--- src/rtl/sc_multi_fsm_pkg.sv ---
// Shared types for the multi-channel charging controller.
package sc_multi_fsm_pkg;

    // Per-channel controller state. Codes 5..7 are illegal and recover to FAULT.
    typedef enum logic [2:0] {
        ST_IDLE       = 3'd0,
        ST_CHECK_GRID = 3'd1,
        ST_CHARGING   = 3'd2,
        ST_WAIT       = 3'd3,
        ST_FAULT      = 3'd4
    } state_t;

    // Grid class from the upstream classifier. Code 3 is handled like CRITICAL.
    typedef enum logic [1:0] {
        GRID_NORMAL   = 2'd0,
        GRID_UNSTABLE = 2'd1,
        GRID_CRITICAL = 2'd2,
        GRID_CRIT_ALT = 2'd3
    } grid_state_t;

    // Both upper codes mean "trip now".
    function automatic logic grid_is_critical(input grid_state_t g);
        return g[1];
    endfunction

endpackage

--- src/rtl/sc_multi_fsm_ch_fsm.sv ---
// One charger channel: state register, grid hold-off counter, relay settle counter.
module sc_ch_fsm
    import sc_multi_fsm_pkg::*;
#(
    parameter int HOLDOFF_CYC  = 8,
    parameter int RELAY_SETTLE = 3
) (
    input  logic        clk,
    input  logic        reset_n,
    input  logic        i_grant,
    input  grid_state_t i_grid,
    input  logic        i_conn,
    input  logic        i_full,
    input  logic        i_fault_clr,
    output state_t      o_state,
    output logic        o_relay,
    output logic        o_charge_en,
    output logic        o_req
);

    localparam int HW = $clog2(HOLDOFF_CYC + 1);
    // Keep the settle counter at least one bit wide so RELAY_SETTLE=0 still builds.
    localparam int SW = (RELAY_SETTLE < 1) ? 1 : $clog2(RELAY_SETTLE + 1);
    localparam logic [HW-1:0] HOLD_MAX   = HW'(HOLDOFF_CYC);
    localparam logic [SW-1:0] SETTLE_MAX = SW'(RELAY_SETTLE);

    state_t        r_state, w_next;
    logic [HW-1:0] r_hold, w_hold_next;
    logic [SW-1:0] r_settle, w_settle_next;
    logic          w_crit, w_normal, w_unstable;

    assign w_crit     = grid_is_critical(i_grid);
    assign w_normal   = (i_grid == GRID_NORMAL);
    assign w_unstable = (i_grid == GRID_UNSTABLE);

    // Next-state and hold-off counter; CRITICAL overrides every state.
    always_comb begin
        w_next      = r_state;
        w_hold_next = '0;
        if (w_crit) begin
            w_next = ST_FAULT;
        end else begin
            case (r_state)
                ST_IDLE: begin
                    if (i_conn && !i_full) w_next = ST_CHECK_GRID;
                end
                ST_CHECK_GRID: begin
                    if (!i_conn)         w_next = ST_IDLE;
                    else if (w_unstable) w_next = ST_WAIT;
                    else if (i_grant)    w_next = ST_CHARGING;
                end
                ST_CHARGING: begin
                    if (!i_conn || i_full) w_next = ST_IDLE;
                    else if (w_unstable)   w_next = ST_WAIT;
                end
                ST_WAIT: begin
                    // Counter is compared registered: the exit edge follows the
                    // edge that recorded the last required NORMAL cycle.
                    if (r_hold == HOLD_MAX) w_next = ST_IDLE;
                    else if (w_normal)      w_hold_next = r_hold + HW'(1);
                end
                ST_FAULT: begin
                    if (i_fault_clr) w_next = ST_IDLE;
                end
                default: w_next = ST_FAULT;
            endcase
        end
    end

    // Settle counter restarts on CHARGING entry and saturates at RELAY_SETTLE.
    always_comb begin
        w_settle_next = '0;
        if (w_next == ST_CHARGING && r_state == ST_CHARGING) begin
            w_settle_next = (r_settle == SETTLE_MAX) ? r_settle : r_settle + SW'(1);
        end
    end

    // State and counter registers.
    always_ff @(posedge clk or negedge reset_n) begin
        if (!reset_n) begin
            r_state  <= ST_IDLE;
            r_hold   <= '0;
            r_settle <= '0;
        end else begin
            r_state  <= w_next;
            r_hold   <= w_hold_next;
            r_settle <= w_settle_next;
        end
    end

    assign o_state     = r_state;
    assign o_relay     = (r_state == ST_CHARGING);
    assign o_charge_en = (r_state == ST_CHARGING) && (r_settle == SETTLE_MAX);
    assign o_req       = (r_state == ST_CHECK_GRID) && w_normal;

endmodule

--- src/rtl/sc_multi_fsm.sv ---
// Multi-channel charging controller: per-channel FSMs plus shared slot arbitration.
module sc_multi_fsm
    import sc_multi_fsm_pkg::*;
#(
    parameter int N_CH         = 4,
    parameter int MAX_ACTIVE   = 2,
    parameter int HOLDOFF_CYC  = 8,
    parameter int RELAY_SETTLE = 3
) (
    input  logic                        clk,
    input  logic                        reset_n,
    input  logic [1:0]                  grid_state,
    input  logic [N_CH-1:0]             battery_connected,
    input  logic [N_CH-1:0]             battery_full,
    input  logic [N_CH-1:0]             fault_clr,
    output logic [3*N_CH-1:0]           ch_state,
    output logic [N_CH-1:0]             relay_activation,
    output logic [N_CH-1:0]             charge_enable,
    output logic [$clog2(N_CH+1)-1:0]   active_cnt
);

    localparam int CW = $clog2(N_CH + 1);

    grid_state_t     w_grid;
    state_t          w_st [N_CH];
    logic [N_CH-1:0] w_relay, w_req, w_grant;
    logic [CW-1:0]   w_cnt, w_free, w_given;

    assign w_grid = grid_state_t'(grid_state);

    // Charging channels counted from registered state, so a channel leaving
    // CHARGING still holds its slot during the cycle it leaves.
    always_comb begin
        w_cnt = '0;
        for (int i = 0; i < N_CH; i++) begin
            w_cnt = w_cnt + CW'(w_relay[i]);
        end
    end

    assign w_free = CW'(MAX_ACTIVE) - w_cnt;

    // Fixed-priority grant: lowest-indexed requesters take the free slots.
    always_comb begin
        w_grant = '0;
        w_given = '0;
        for (int i = 0; i < N_CH; i++) begin
            if (w_req[i] && (w_given < w_free)) begin
                w_grant[i] = 1'b1;
                w_given    = w_given + CW'(1);
            end
        end
    end

    for (genvar g = 0; g < N_CH; g++) begin : g_ch
        sc_ch_fsm #(
            .HOLDOFF_CYC  (HOLDOFF_CYC),
            .RELAY_SETTLE (RELAY_SETTLE)
        ) u_ch (
            .clk         (clk),
            .reset_n     (reset_n),
            .i_grant     (w_grant[g]),
            .i_grid      (w_grid),
            .i_conn      (battery_connected[g]),
            .i_full      (battery_full[g]),
            .i_fault_clr (fault_clr[g]),
            .o_state     (w_st[g]),
            .o_relay     (w_relay[g]),
            .o_charge_en (charge_enable[g]),
            .o_req       (w_req[g])
        );
        assign ch_state[3*g +: 3] = w_st[g];
    end

    assign relay_activation = w_relay;
    assign active_cnt       = w_cnt;

endmodule

--- config.mk ---
export PLATFORM = sky130hd
export DESIGN_NAME = sc_multi_fsm
export DESIGN_NICKNAME = d
export VERILOG_FILES = /design/src/rtl/sc_multi_fsm_pkg.sv /design/src/rtl/sc_multi_fsm_ch_fsm.sv /design/src/rtl/sc_multi_fsm.sv
export SDC_FILE = /design/constraint.sdc
export NUM_CORES = 1
export LEC_CHECK = 0
export CORE_ASPECT_RATIO = 2
export CORE_MARGIN = 5
export CORE_UTILIZATION = 50
export CTS_BUF_LIST = sky130_fd_sc_hd__clkbuf_4 sky130_fd_sc_hd__clkbuf_8
export DETAILED_ROUTE_END_ITERATION = 7
export PLACE_DENSITY = 0.83
export SYNTH_ARGS = -nofsm -noshare
export SYNTH_HDL_FRONTEND = slang
export SYNTH_SLANG_ARGS = --single-unit
--- constraint.sdc ---
create_clock -name clk -period 5.6 [get_ports clk]
set_clock_uncertainty 0.05 [all_clocks]
set_input_delay 1.12 -clock clk [delete_from_list [all_inputs] [get_ports clk]]
set_output_delay 1.12 -clock clk [all_outputs]
set_load 0.02 [all_outputs]
Word-level counts from Yosys, hierarchy flattened
Cells that the tools add are included.

word-level totals
  register bits after elaboration = 36
  input bits = 16
  output and inout bits = 23
  word-level logic and storage cells = 171

operators by class
  add/subtract/negate cells = 14
  magnitude comparators = 4
  eq/ne operators = 33
  multiplexer cells = 71
  reductions and logical operators = 37

operator list
  cell                                                       number
  two-way mux 3 bit                                          38
  two-way mux 4 bit                                          16
  one-hot mux 3 bit (5 select lines)                         4
  == test 3 x 2 -> 1 bit, second input constant              12
  logical AND 1 bit                                          20
  adder 4 x 1 -> 4 bit, second input constant                4
  == test 4 bit, second input constant                       4
  two-way mux 2 bit                                          8
  == test 3 x 1 -> 1 bit, second input constant              4
  == test 3 bit, second input constant                       4
  zero test 3 bit                                            4
  less-than comparator 3 bit                                 3
  adder 2 x 1 -> 2 bit, second input constant                4
  == test 2 bit, second input constant                       4
  zero test 1 bit                                            8
  inequality test 2 bit, second input constant               4
  adder 3 x 1 -> 3 bit, second input constant                2
  two-way mux 1 bit                                          5
  logical OR 1 bit                                           4
  adder 2 x 1 -> 3 bit                                       1
  adder 3 x 1 -> 3 bit                                       1
  less-than comparator 1 x 3 -> 1 bit, first input constant  1
  subtractor 2 x 3 -> 3 bit, first input constant            1
  adder 1 x 1 -> 2 bit                                       1
  2 further kinds                                            2

Depth between registers and ports, before layout
  word-level depth = 25
  gate-level depth with buffers = 24

By module
A second synthesis with hierarchy kept.

second synthesis, totals
  cell total of the unflattened synthesis = 250
  area, all modules = 2343.5 µm²

modules (own cells, without submodules)
  module        times used  cells an instance  area an instance (µm²)  seq. area each (µm²)
  sc_ch_fsm     4           54                 521.8                   225.2
  sc_multi_fsm  1           34                 256.5                   0.0

Worst setup path before layout
OpenSTA, ideal clock, no wires.

  kind = register -> register
  from = register g_ch[0].u_ch.r_state[1]
  to = register g_ch[3].u_ch.r_state[1]
  library setup time = 0.104 ns
  arrival = 5.083 ns
  slack = 0.364 ns
  cell stages (with the launch flop) = 22
  path buffers = 0
  period minus slack after synthesis = 5.236 ns
  cells stage by stage = dfrtp_1 -> nor3b_1 -> fa_1 -> ha_1 -> inv_1 -> fa_1 -> nor3b_1 -> nor3_1 -> nand2_1 -> ha_1 -> nand2b_1 -> a22o_1 -> a21o_1 -> nand2_1 -> o21ai_0 -> ha_1 -> nor2b_1 -> o21ai_0 -> nand3_1 -> a41oi_1 -> nand4_1 -> a221oi_1

between the ends
  cells in the longest elaborated chain, start to end = 22

ends and longest elaborated chain
  item                                    line                       source
  from (decl)                             sc_multi_fsm_ch_fsm.sv:27  state_t r_state, w_next;
  from (signal assigned)                  sc_multi_fsm_ch_fsm.sv:85  r_state <= w_next;
  == test 3 x 2 -> 1 bit (*)              sc_multi_fsm_ch_fsm.sv:92  assign o_relay = (r_state == ST_CHARGING);
  named net g_ch[0].u_ch.o_relay          sc_multi_fsm_ch_fsm.sv:16  output logic o_relay,
  adder 1 x 1 -> 2 bit (*)                sc_multi_fsm.sv:36         w_cnt = w_cnt + CW'(w_relay[i]);
  adder 2 x 1 -> 3 bit (*)                sc_multi_fsm.sv:36
  adder 3 x 1 -> 3 bit (*)                sc_multi_fsm.sv:36
  named net active_cnt[0]                 sc_multi_fsm.sv:19         output logic [$clog2(N_CH+1)-1:0] active_cnt
  subtractor 2 x 3 -> 3 bit (*)           sc_multi_fsm.sv:40         assign w_free = CW'(MAX_ACTIVE) - w_cnt;
  less-than comparator 1 x 3 -> 1 bit     sc_multi_fsm.sv:47         if (w_req[i] && (w_given < w_free)) begin
  [... 9 more ...]                        n/a
  logical AND 1 bit (*)                   sc_multi_fsm.sv:47
  two-way mux 1 bit (*)                   sc_multi_fsm.sv:47
  two-way mux 3 bit (*)                   sc_multi_fsm_ch_fsm.sv:50  else if (i_grant) w_next = ST_CHARGING;
  two-way mux 3 bit (*)                   sc_multi_fsm_ch_fsm.sv:49  else if (w_unstable) w_next = ST_WAIT;
  two-way mux 3 bit (*)                   sc_multi_fsm_ch_fsm.sv:48  if (!i_conn) w_next = ST_IDLE;
  one-hot mux 3 bit (5 select lines) (*)  sc_multi_fsm_ch_fsm.sv:43  case (r_state)
  two-way mux 3 bit (*)                   sc_multi_fsm_ch_fsm.sv:40  if (w_crit) begin
  named net g_ch[3].u_ch.w_next[1]        sc_multi_fsm_ch_fsm.sv:27
  to (signal assigned)                    sc_multi_fsm_ch_fsm.sv:85
  to (decl)                               sc_multi_fsm_ch_fsm.sv:27

The timed path passes the listed nets; every way through them passes the cells marked *.
A chain may end at the register's enable or synchronous reset.

Final worst setup path
  from = register g_ch[3].u_ch.r_state[2]
  to = register g_ch[3].u_ch.r_state[1]

between the ends
  cells in the longest elaborated chain, start to end = 20

ends and longest elaborated chain
  item                                    line
  == test 3 x 2 -> 1 bit                  sc_multi_fsm_ch_fsm.sv:43, sc_multi_fsm_ch_fsm.sv:92
  adder 3 x 1 -> 3 bit                    sc_multi_fsm.sv:36
  subtractor 2 x 3 -> 3 bit               sc_multi_fsm.sv:40
  less-than comparator 1 x 3 -> 1 bit     sc_multi_fsm.sv:47
  logical AND 1 bit                       sc_multi_fsm.sv:47
  two-way mux 1 bit                       sc_multi_fsm.sv:47
  less-than comparator 3 bit              sc_multi_fsm.sv:47
  logical AND 1 bit                       sc_multi_fsm.sv:47
  [... 5 more ...]                        n/a
  logical AND 1 bit                       sc_multi_fsm.sv:47
  two-way mux 1 bit                       sc_multi_fsm.sv:47
  two-way mux 3 bit                       sc_multi_fsm_ch_fsm.sv:50
  two-way mux 3 bit                       sc_multi_fsm_ch_fsm.sv:49
  two-way mux 3 bit                       sc_multi_fsm_ch_fsm.sv:48
  one-hot mux 3 bit (5 select lines) (*)  sc_multi_fsm_ch_fsm.sv:43
  two-way mux 3 bit (*)                   sc_multi_fsm_ch_fsm.sv:40
  named net g_ch[3].u_ch.w_next[1]        sc_multi_fsm_ch_fsm.sv:27

Marked as above.

==> impl_metrics.py <==
metrics = {
    "yosys": {
        "ys_types": 49,
        "synth_warnings": 0,
        "yosys.area_share.adder_pct": 11.6,
        "synth-seq-cells": 36,
        "yosys.area.top_type": "dfrtp_1",
        "netlist_instances": 245,
        "muxShareOfSynthArea_pct": 2.19,
        "synth_xor_area_share_pct": 4.98,
        "synthSimpleGateAreaFrac_pct": 23.6,
        "syn_nets": 281,
        "syn_area_per_cell_um2": 9.33,
        "synth-compound-area-share_pct": 11.3,
        "synthTopCellsByArea": "dfrtp_1 39%, ha_1 9.9%, nor2_1 4.3%",
        "seq_area_frac_synth_pct": 39.4,
        "synth_top_family_by_area": "simple AND/OR/NAND/NOR gates",
        "syn-cell-area_mm2": 0.00229,
        "yosysTopAreaCellShare_pct": 39.4,
    },
    "drt": {
        "top_layer": "met4",
        "vias": 1859,
        "ant_nets": 0,
        "drtPass1Iterations": 4,
        "wl_met3_um": 187,
        "drt-wirelength-per-cell_um": 15.1,
        "finalWirelength_um": 5120,
        "routed-wl-met2_um": 2840,
        "avgViaCountPerCell": 5.48,
        "drc_errors": 0,
        "drt_iter0_drc": 67,
        "m1WireLength_um": 1810,
    },
    "cts": {
        "cts_buffer_depth": 2,
        "clock_latency_ps": 290,
        "cts-root-buf": "clkbuf_8",
        "cts_setup_buffers": 0,
        "htree_levels": 2,
        "clkSinkCount": 36,
        "clk_pin_slew_ps": 70,
        "cts_tree": "done",
        "cts_made_buffers": 5,
    },
    "grt": {
        "groute.usage.overall_pct": 17.7,
        "grt_pass1_wl_um": 8390,
        "antenna_found_initial": 0,
        "first_global_vias": 1855,
        "grt_max_degree": 37,
        "gr-total-overflow": 0,
    },
    "pwr": {
        "vdd_drop_max_mv": 0.270,
        "power.leakage_nw": 1.30,
        "swShare_pct": 22.2,
        "combinationalPowerShare_pct": 8.5,
        "p_int_uw": 421,
        "power_density_mw_per_mm2": 190,
        "p_sw_uw": 120,
        "seqPwrFrac_pct": 49.6,
        "clkPwrFrac_pct": 42.0,
    },
    "critical_path": {
        "worstPathRequired_ps": 5740,
        "r2r_cells": 22,
        "crit_chain": "nor2b_1, nor2b_4, fa_1, ha_2, inv_1, fa_2, inv_1, o211ai_2, nand3_1, ha_1, nand2b_1, a22o_1, a21o_1, nand2_1, o21ai_1, ha_1, nor2b_1, o21ai_0, nand3_1, a41oi_2, nand4_1, a221oi_2",
        "cpMaxStageDelayCell": "fa_2",
        "cp-end-kind": "flip-flop",
        "start_kind": "flip-flop",
        "arrival_ps": 5390,
        "critPathMaxFanout": 6,
        "path_class": "flip-flop to flip-flop",
        "critPathMaxStageDelay_ps": 570,
    },
    "worst_hold_path": {
        "hold_path_class": "flip-flop to flip-flop",
        "hold_depth": 1,
    },
    "sta": {
        "setup_viol": 0,
        "rsz0062_at_grt": "no",
        "setup_ws_ps": 350,
        "slew-limit-headroom_pct": 55.1,
        "fmax_ghz": 0.190,
        "final.period_utilization_pct": 93.8,
        "whs_ps": 437,
        "tightest_slew_ps": 664,
        "post-route-min-period_ps": 5250,
        "hold_viol": 0,
        "slew_violations": 0,
        "fin_tns_setup_ps": 0,
    },
    "floorplan": {
        "fp-row-count": 34,
        "pin_count": 39,
        "core_area_mm2": 0.00438,
        "die_y_um": 106,
        "die_w_um": 57.8,
        "start_util_pct": 52.2,
        "dieArea_mm2": 0.00611,
    },
    "place": {
        "place_hpwl_um": 4010,
        "pre_cts_ws_ps": 241,
        "dpl_cell_area_mm2": 0.00270,
        "place_congestion": 0.919,
        "port_buffers": 38,
    },
    "finish": {
        "layout-drive-gt1-share_pct": 9.47,
        "diodes": 0,
        "utilization_pct": 64.9,
        "fin_area_mm2": 0.00285,
        "nets": 320,
        "syn2layout_area_growth_pct": 24.5,
    },
    "status": {
        "status": "finished, final reports clean",
    },
    "run": {
        "maxCapViolations": 0,
    },
}
## critical path: cells and delay by family, from the launching register on
kind                       cells  cell delay (ps)
adders and majority gates      5             2060
DFF                            1              450
and+or+nand+nor                8             1170
AOI/OAI and AO/OA              7             1240
buffers and inverters          2              190
## layout by cell type (no fill, tap or decap), types with 7 or more instances in the layout
cell / netlist / final
dfrtp_1: 36 / 34
nand2b_1: 7 / 7
xor2_1: 7 / 7
nor2_1: 26 / 26
inv_1: 24 / 24
nand2_1: 20 / 20
clkdlybuf4s50_1: 0 / 38
o21ai_0: 12 / 11
ha_1: 18 / 17
## final cells by class
type | instances | area, um2
clock buffers | 6 | 76.3
clock inverters | 2 | 35.0
fillers | 361 | 1540
inverters | 24 | 90.1
multi-input cells | 175 | 1260
flip-flops and latches | 36 | 903
well taps | 54 | 67.6
repair buffers | 42 | 410
## power by group through the flow
stage | clock network, mW | logic [mW] | registers (mW)
2_1_floorplan | 0 | 0.0143 | 0.275
5_1_grt | 0.241 | 0.0502 | 0.269
3_5_place_dp | 0 | 0.0456 | 0.273
6_report | 0.227 | 0.0458 | 0.268
3_3_place_gp | 0 | 0.0453 | 0.273
4_1_cts | 0.232 | 0.0459 | 0.268
## metal layers
metal / vias up / GRT usage [%]
li1: 916 / -
met2: 42 / 31.6
met1: 882 / 18.3
met4: 0 / 10.8
met3: 19 / 3.18
met5: - / 0
## kinds of logic after synthesis
family                     count (synthesis)
AOI/OAI and AO/OA                         37
xor gates and xnor gates                  13
adders and majority gates                 20
buffers and inverters                     34
DFF                                       36
muxes                                      5
and+or+nand+nor                          100
## path summary, 6_finish.rpt
| kind | slack [ps] | start | endpoint |
|---|---|---|---|
| min | 440 | g_ch[3].u_ch.r_hold[0] | g_ch[3].u_ch.r_hold[0] |
| min reg2reg | 440 | g_ch[3].u_ch.r_hold[0] | g_ch[3].u_ch.r_hold[0] |
| max | 350 | g_ch[3].u_ch.o_state[2] | g_ch[3].u_ch.o_state[1] |
| max in group asynchronous | 3950 | reset_n | g_ch[1].u_ch.o_state[0] |
| max reg2reg | 350 | g_ch[3].u_ch.o_state[2] | g_ch[3].u_ch.o_state[1] |
| min in group asynchronous | 1200 | reset_n | g_ch[3].u_ch.r_settle[0] |
## state kept, by name, indices dropped and copies added (netlist names)
register	cells
g_ch.u_ch.r_settle	8
g_ch.u_ch.r_hold	16
g_ch.u_ch.o_state	12
## per-stage QoR
stage | total power, mW | instances
floorplan | 0.290 | 245
global placement | 0.318 | 331
detailed placement | 0.319 | 331
CTS | 0.546 | 339
global route | 0.560 | 339
finish | 0.541 | 339
## cell usage after synthesis (all sizes together)
master	number
dfrtp	36
nor2	27
inv	24
nand2	20
ha	18
o21ai	13
buf	9
nand2b	7
nor3	7
nor3b	7
xor2	7
nand3	6
xnor2	6
and3	5
mux2i	5
nor2b	5
a21oi	4
and2	4
a21o	3
a31oi	3
a2111oi	2
fa	2
nor4	2
o2111a	2
o211ai	2
or2	2
a221oi	1
a22o	1
a311o	1
a311oi	1
a41oi	1
and3b	1
clkbuf	1
nand3b	1
nand4	1
nor4bb	1
o2111ai	1
o211a	1
o21a	1
or3	1
or3b	1
or4	1
or4b	1
## what timing repair did
item / in CTS / in global routing
gates resized for setup: 0 / 11
hold buffers: 0 / 0
setup endpoints to repair: 0 / 4
Power figures use the tool's default switching activity.
